<file path="config.mk">
export PLATFORM = sky130hd
export DESIGN_NAME = pi_ctrl_mc
export DESIGN_NICKNAME = d
export VERILOG_FILES = /design/src/rtl/pi_ctrl_mc.sv
export SDC_FILE = /design/constraint.sdc
export NUM_CORES = 2
export LEC_CHECK = 0
export CAP_MARGIN = 5
export CORE_ASPECT_RATIO = 1.2
export CORE_MARGIN = 2
export CORE_UTILIZATION = 50
export DETAILED_ROUTE_END_ITERATION = 10
export PLACE_DENSITY_LB_ADDON = 0.3
export SYNTH_ARGS = -nofsm -noshare
export SYNTH_HDL_FRONTEND = slang
export SYNTH_SLANG_ARGS = --single-unit
</file>
<file path="constraint.sdc">
create_clock -name clk -period 26.2 [get_ports clk]
set_clock_uncertainty 0.1 [all_clocks]
set_input_delay 6.55 -clock clk [delete_from_list [all_inputs] [get_ports clk]]
set_output_delay 6.55 -clock clk [all_outputs]
set_load 0.01 [all_outputs]
</file>
<file path="src/rtl/pi_ctrl_mc.sv">
// pi_ctrl_mc: time-multiplexed multi-channel fixed-point PI controller
// sharing one signed multiplier across all channels and both gain terms.
module pi_ctrl_mc #(
   parameter int D_WIDTH = 19,
   parameter int Q_BITS  = 15,
   parameter int N_CH    = 2
) (
   input  logic                         clk,
   input  logic                         rstb,
   input  logic                         valid_in,
   output logic                         ready_out,
   input  logic [N_CH*D_WIDTH-1:0]      tgt_in,
   input  logic [N_CH*D_WIDTH-1:0]      meas_in,
   input  logic                         coef_wen,
   input  logic [$clog2(N_CH):0]        coef_ch,
   input  logic [1:0]                   coef_addr,
   input  logic signed [D_WIDTH-1:0]    coef_data,
   input  logic                         int_clr,
   output logic [N_CH*D_WIDTH-1:0]      out_vec,
   output logic                         valid_out
);
   localparam int CW = $clog2(N_CH) + 1;
   localparam int IW = (N_CH > 1) ? $clog2(N_CH) : 1;
   localparam int PW = 2 * D_WIDTH;
   localparam int SW = PW + 1;
   typedef logic signed [D_WIDTH-1:0] dat_t;
   localparam dat_t MAX_V = dat_t'({1'b0, {(D_WIDTH-1){1'b1}}});
   typedef enum logic [2:0] {IDLE, ERR, PROP, INT, OUT, DONE} state_t;
   state_t state, state_nxt;
   logic [IW-1:0] ch, ch_nxt;
   dat_t kp [N_CH], ki [N_CH], il [N_CH], ol [N_CH];
   dat_t kp_s [N_CH], ki_s [N_CH], il_s [N_CH], ol_s [N_CH];
   dat_t integ [N_CH];
   logic [N_CH*D_WIDTH-1:0] tgt_r, meas_r;
   dat_t err_r;
   logic signed [PW-1:0] p_r;
   dat_t tgt_c, meas_c, err_c, mul_a, int_c, out_c;
   logic signed [D_WIDTH:0] diff;
   logic signed [PW-1:0] prod, prod_sh;
   logic signed [SW-1:0] int_sum, out_sum;
   logic accept;
   // Sums are kept wide enough that clamping sees the exact value; negative limits clamp to 0.
   function automatic dat_t clamp(input logic signed [SW-1:0] v, input dat_t lim);
      logic signed [SW-1:0] hi;
      hi = lim[D_WIDTH-1] ? '0 : SW'(lim);
      return (v > hi) ? dat_t'(hi) : (v < -hi) ? dat_t'(-hi) : dat_t'(v);
   endfunction
   always_comb begin
      state_nxt = state;
      ch_nxt    = ch;
      case (state)
         IDLE: begin
            state_nxt = valid_in ? ERR : IDLE;
            ch_nxt    = '0;
         end
         ERR:  state_nxt = PROP;
         PROP: state_nxt = INT;
         INT:  state_nxt = OUT;
         OUT: begin
            state_nxt = (ch == IW'(N_CH-1)) ? DONE : ERR;
            ch_nxt    = (ch == IW'(N_CH-1)) ? ch : ch + 1'b1;
         end
         default: state_nxt = IDLE;
      endcase
      ready_out = (state == IDLE) && !rstb;
      valid_out = (state == DONE);
   end
   assign accept  = valid_in && (state == IDLE);
   assign tgt_c   = dat_t'(tgt_r[ch*D_WIDTH +: D_WIDTH]);
   assign meas_c  = dat_t'(meas_r[ch*D_WIDTH +: D_WIDTH]);
   assign diff    = {tgt_c[D_WIDTH-1], tgt_c} - {meas_c[D_WIDTH-1], meas_c};
   assign err_c   = (diff[D_WIDTH] ^ diff[D_WIDTH-1]) ?
                    {diff[D_WIDTH], {(D_WIDTH-1){~diff[D_WIDTH]}}} : diff[D_WIDTH-1:0];
   assign mul_a   = (state == PROP) ? kp_s[ch] : ki_s[ch];
   assign prod    = PW'(mul_a) * PW'(err_r);
   assign prod_sh = prod >>> Q_BITS;
   assign int_sum = SW'(integ[ch]) + SW'(prod_sh);
   assign int_c   = clamp(int_sum, il_s[ch]);
   assign out_sum = SW'(p_r) + SW'(integ[ch]);
   assign out_c   = clamp(out_sum, ol_s[ch]);
   always_ff @(posedge clk or posedge rstb) begin
      if (rstb) begin
         state   <= IDLE;
         ch      <= '0;
         out_vec <= '0;
         tgt_r   <= '0;
         meas_r  <= '0;
         err_r   <= '0;
         p_r     <= '0;
         for (int i = 0; i < N_CH; i++) begin
            kp[i] <= '0;    ki[i] <= '0;    il[i] <= MAX_V;   ol[i] <= MAX_V;
            kp_s[i] <= '0;  ki_s[i] <= '0;  il_s[i] <= MAX_V; ol_s[i] <= MAX_V;
            integ[i] <= '0;
         end
      end else begin
         state <= state_nxt;
         ch    <= ch_nxt;
         if (coef_wen && coef_ch < CW'(N_CH)) begin
            if (coef_addr == 2'd0) kp[coef_ch[IW-1:0]] <= coef_data;
            if (coef_addr == 2'd1) ki[coef_ch[IW-1:0]] <= coef_data;
            if (coef_addr == 2'd2) il[coef_ch[IW-1:0]] <= coef_data;
            if (coef_addr == 2'd3) ol[coef_ch[IW-1:0]] <= coef_data;
         end
         if (accept) begin
            kp_s   <= kp;
            ki_s   <= ki;
            il_s   <= il;
            ol_s   <= ol;
            tgt_r  <= tgt_in;
            meas_r <= meas_in;
         end
         if (state == ERR) err_r <= err_c;
         if (state == PROP) p_r <= prod_sh;
         if (state == INT) integ[ch] <= int_c;
         if (state == OUT) out_vec[ch*D_WIDTH +: D_WIDTH] <= out_c;
         // Placed last so a clear overrides a same-edge integrator update.
         if (int_clr)
            for (int i = 0; i < N_CH; i++) integ[i] <= '0;
      end
   end
endmodule

</file>
Yosys cells after proc, flatten, opt, wreduce, memory -nomap -nowiden
Index checks and enable logic that the tools add are counted.
- bits in registers: 502
- output and inout bits: 40
- bits of input ports: 104
- add/sub/neg operators: 7
- magnitude comparators: 9
- equal/unequal tests: 8
- $mul: 2
- shift-type cells: 4
- bitwise logic cells: 4
- multiplexer cells: 40
- reduce and logical (&&, ||, !) cells: 14
- operators by type and width (kind ; number):
    two-way mux 19 bit ; 23
    bitwise mux 38 bit ; 6
    less-than comparator 24 x 39 -> 1 bit ; 2
    negation 18 -> 39 bit ; 2
    two-way mux 38 bit ; 2
    variable part select 38 x 7 -> 19 bit ; 2
    greater-than comparator 24 x 19 -> 1 bit ; 2
    demux 19 bit (select 1 bit) ; 2
    multiplier 19 x 19 -> 38 bit ; 1
    variable shift 19 x 34 -> 38 bit (first input constant) ; 1
    variable part select 19 x 34 -> 38 bit ; 1
    two-way mux 18 bit ; 2
    negation 6 -> 34 bit ; 1
    adder 19 x 23 -> 24 bit ; 1
    adder 23 x 19 -> 24 bit ; 1
    subtractor 19 x 19 -> 20 bit ; 1
    one-hot mux 3 bit (5 select lines) ; 1
    AND reduction 2 bit ; 4
    == test 3 x 2 -> 1 bit (second input constant) ; 2
    == test 3 bit (second input constant) ; 2
    multiplier 1 x 5 -> 6 bit (second input constant) ; 1
    logical AND 1 bit ; 5
    == test 2 bit (second input constant) ; 2
    greater-or-equal comparator 2 bit (second input constant) ; 2
    other kinds (15) ; 19

Depth between registers and ports, before layout
- depth after elaboration: 13
- mapped depth: 58
- depth with buffers taken out: 51

Least setup slack after synthesis
No wires, ideal clock.
- kind: input-to-output
- start: in rstb
- end: out ready_out
- setup slack: 12647 ps
- data required time: 19550 ps
- data arrival time: 6903 ps
- stages: 1
- path buffers: 0
- path through: nor4_1
- longest elaborated chain between the ends: 2
- RTL lines (item ; line ; source):
    start, declared ; 9 ; input logic rstb,
    zero test 1 bit (no line) ; - ;
    logical AND 1 bit ; 65 ; ready_out = (state == IDLE) && !rstb;
    end, declared ; 11 ; output logic ready_out,
Every way passes these cells.

Final worst setup path
Ends and elaborated chain as after synthesis.

==> results.toml <==
[run_status]
status = "complete, no violations"

[synthesis]
yosys.cell_types.count = 88
synthCells = 3845
synth_edf_count = 0
synthSimpleGateAreaFrac = 0.119
ys_ff_latch = 502
synth_xor_xnor_area_share = 0.0228
synth.area.mux_share = 0.137
synthArstFlopShare = 1.00
ys.flop_type = "dfrtp_1"
yosys_warnings = 0
synth_fa_ha_area_frac = 0.273
synth_compound_area_frac = 0.0772
seq_area_frac_synth = 0.313
syn_area_um2 = 40700
syn_avg_cell_area_um2 = 10.6
syn-num-nets = 4599
synth_top_family_by_area = "adder cells"

[routing]
viasPerCell = 5.58
vias = 27900
routed_wl_um = 98200
wl_per_cell_um = 19.6
drtAntennaViolNets = 0
first_pass_iters = 5
drt_first_iter_violations = 1514
drc = 0

[setup_path]
cp.required_ns = 19.55
crit_path_max_incr_delay_ns = 0.59
cp_common_cell = "clkdlybuf4s50_1"
worst_setup_path_end_kind = "primary output"
critPathBufInv = 2
cpMaxStageDelayCell = "clkdlybuf4s50_1"
crit_family = "buffers and inverters"
crit_chain = "clkdlybuf4s50_1 > nor4_1 > clkdlybuf4s50_1"
crit_path_start_kind = "input port"
crit_type = "in -> out"
crit_fanout = 2
arrival_ns = 7.90

[timing]
max_slew.worst_pin.slew_ns = 1.17
setup_violations = 0
fin_crit_sh = 0.555
finalMaxSlewViolations = 0
hold_viol = 0
hold_slack_ns = 0.359
slew_headroom = 0.220
min_period_ns = 14.55
fin_setup_tns_ns = 0
max_freq_ghz = 0.0687
grt_setup_unrepaired = "no"

[clock_network]
clock-root-buffer = "clkbuf_16"
path_clk_slew_ns = 0.06
numCtsBuffers = 53
clock-sinks = 502
clockBufferDepth = 3
htreeDepth = 2
cts_hold_buf = 0
cts_tree = "done"
cts_setup_buffers = 0
clkLatencyLatePin_ns = 0.62
ctsResizeCount = 0

[placement]
dp_hpwl_um = 73400
portBuffers = 143
place_area_um2 = 43100
place.gp.congestion = 0.918

[cells_and_area]
utilization = 0.558
syn_to_final_growth_pct = 10.6
nets = 4667
n_fill_cell = 6841
design_area_um2 = 45000
drive_gt1_frac = 0.185

[die]
initial_utilization = 0.505
io_pins = 144
die-area_um2 = 83700
core-area_um2 = 80600
fp.dieH_um = 316
row_count = 114
dieWidth_um = 264

[global_routing]
antenna_found_initial = 2
grt_pass1_wl_um = 160000
overflow = 0
grt_max_degree = 185
grt_pass1_vias = 29300
gr-usage-all-layers = 0.241

[min_path]
hp-class = "reg -> reg"

[run]
cap_violations = 0
[registers in the layout, indices dropped and copies added, names as in the netlist]
register	count
out_vec	38
ol	38
kp	38
ki_s	38
il	38
state	3
il_s	38
err_r	19
ki	38
kp_s	38
tgt_r	38
integ	38
ch	1
meas_r	38
ol_s	38
p_r	23
[layer usage]
layer,vias up,routed length (um),track usage
li1,12900,-,-
met1,14200,40300,0.305
met2,629,49500,0.421
met3,174,4590,0.0346
met4,0,3750,0.0892
met5,-,0,0
[through the flow]
| step | instances | worst slack [ns] |
|---|---|---|
| floorplan | 3845 | 5.77 |
| global placement | 4902 | 11.65 |
| detailed placement | 4902 | 11.67 |
| CTS | 5000 | 11.65 |
| global route | 5000 | 10.78 |
| finish | 5001 | 11.65 |
[synthesized netlist by cell type (30+ instances only)]
master	instances	area, um2
a21o_1	48	360
a21oi_1	98	490
and2_1	199	1240
clkbuf_1	134	503
dfrtp_1	358	8960
dfstp_2	144	3780
fa_1	371	7430
ha_1	279	3490
inv_1	450	1690
mux2_2	414	4660
mux2i_1	41	410
nand2_1	397	1490
nand3_1	50	250
nor2_1	139	522
nor3_1	42	210
o21a_1	30	225
o21ai_0	114	571
xnor2_1	76	666
[cell type report]
class | instances | area, um2 | share of cell area
inverters | 456 | 1720 | 0.0382
repair buffers | 178 | 1720 | 0.0382
diodes | 1 | 2.50 | 0.0000556
clock buffers | 77 | 1540 | 0.0342
clock inverters | 21 | 314 | 0.00698
flip-flops and latches | 502 | 12700 | 0.283
multi-input cells | 2722 | 25600 | 0.570
well taps | 1044 | 1310 | 0.0290
[path summary, 6_finish.rpt]
| check | from | endpoint | slack (ns) | cells past startpoint |
|---|---|---|---|---|
| worst min-delay path | il[31] | il_s[31] | 0.36 | 2 |
| min in group asynchronous | rstb | ki[17] | 6.50 | 2 |
| worst max-delay path | rstb | ready_out | 11.65 | 3 |
| worst max register to register | state[1] | integ[8] | 11.99 | 50 |
| worst min register to register | il[31] | il_s[31] | 0.36 | 2 |
| max in group asynchronous | rstb | out_vec[13] | 17.20 | 4 |
[cells by family (layout without fill, tap and decap cells)]
kind of cell    after synthesis  after routing
buf+inv                     621            732
mux                         481            481
simple gates                990            990
other cells                   0              1
flops                       502            502
xor+xnor                    105            105
fa+ha+maj                   668            668
compound gates              478            478
[worst reg2reg max path: cells and delay by family (launching register included)]
kind                       cells  cell delay (ns)
adders and majority gates     10             4.23
buffers and inverters          6             1.18
muxes                          2             1.23
DFF                            1             0.60
AOI/OAI and AO/OA             20             5.14
and+or+nand+nor               11             1.42
xor gates and xnor gates       1             0.25
[cell usage in the layout, fill, tap and decap left out, types with 33 or more instances in the layout]
cell type        Yosys  final
nor2_1             139    137
nor3_1              42     42
ha_1               279    279
o21ai_0            114    114
dfrtp_1            358    357
and2_1             199    199
mux2i_1             41     41
mux2_2             414    414
a21oi_1             98     98
dfstp_2            144    144
a21o_1              48     48
inv_1              450    449
nand2_1            397    397
fa_1               371    371
clkdlybuf4s50_1      0    143
nand3_1             50     50
xnor2_1             76     76
buf_4                4     33
clkbuf_16            0     55
Power is left out: the tool's default activity adds up to more than one toggle a clock period on the data nets, which glitch-free logic cannot reach.
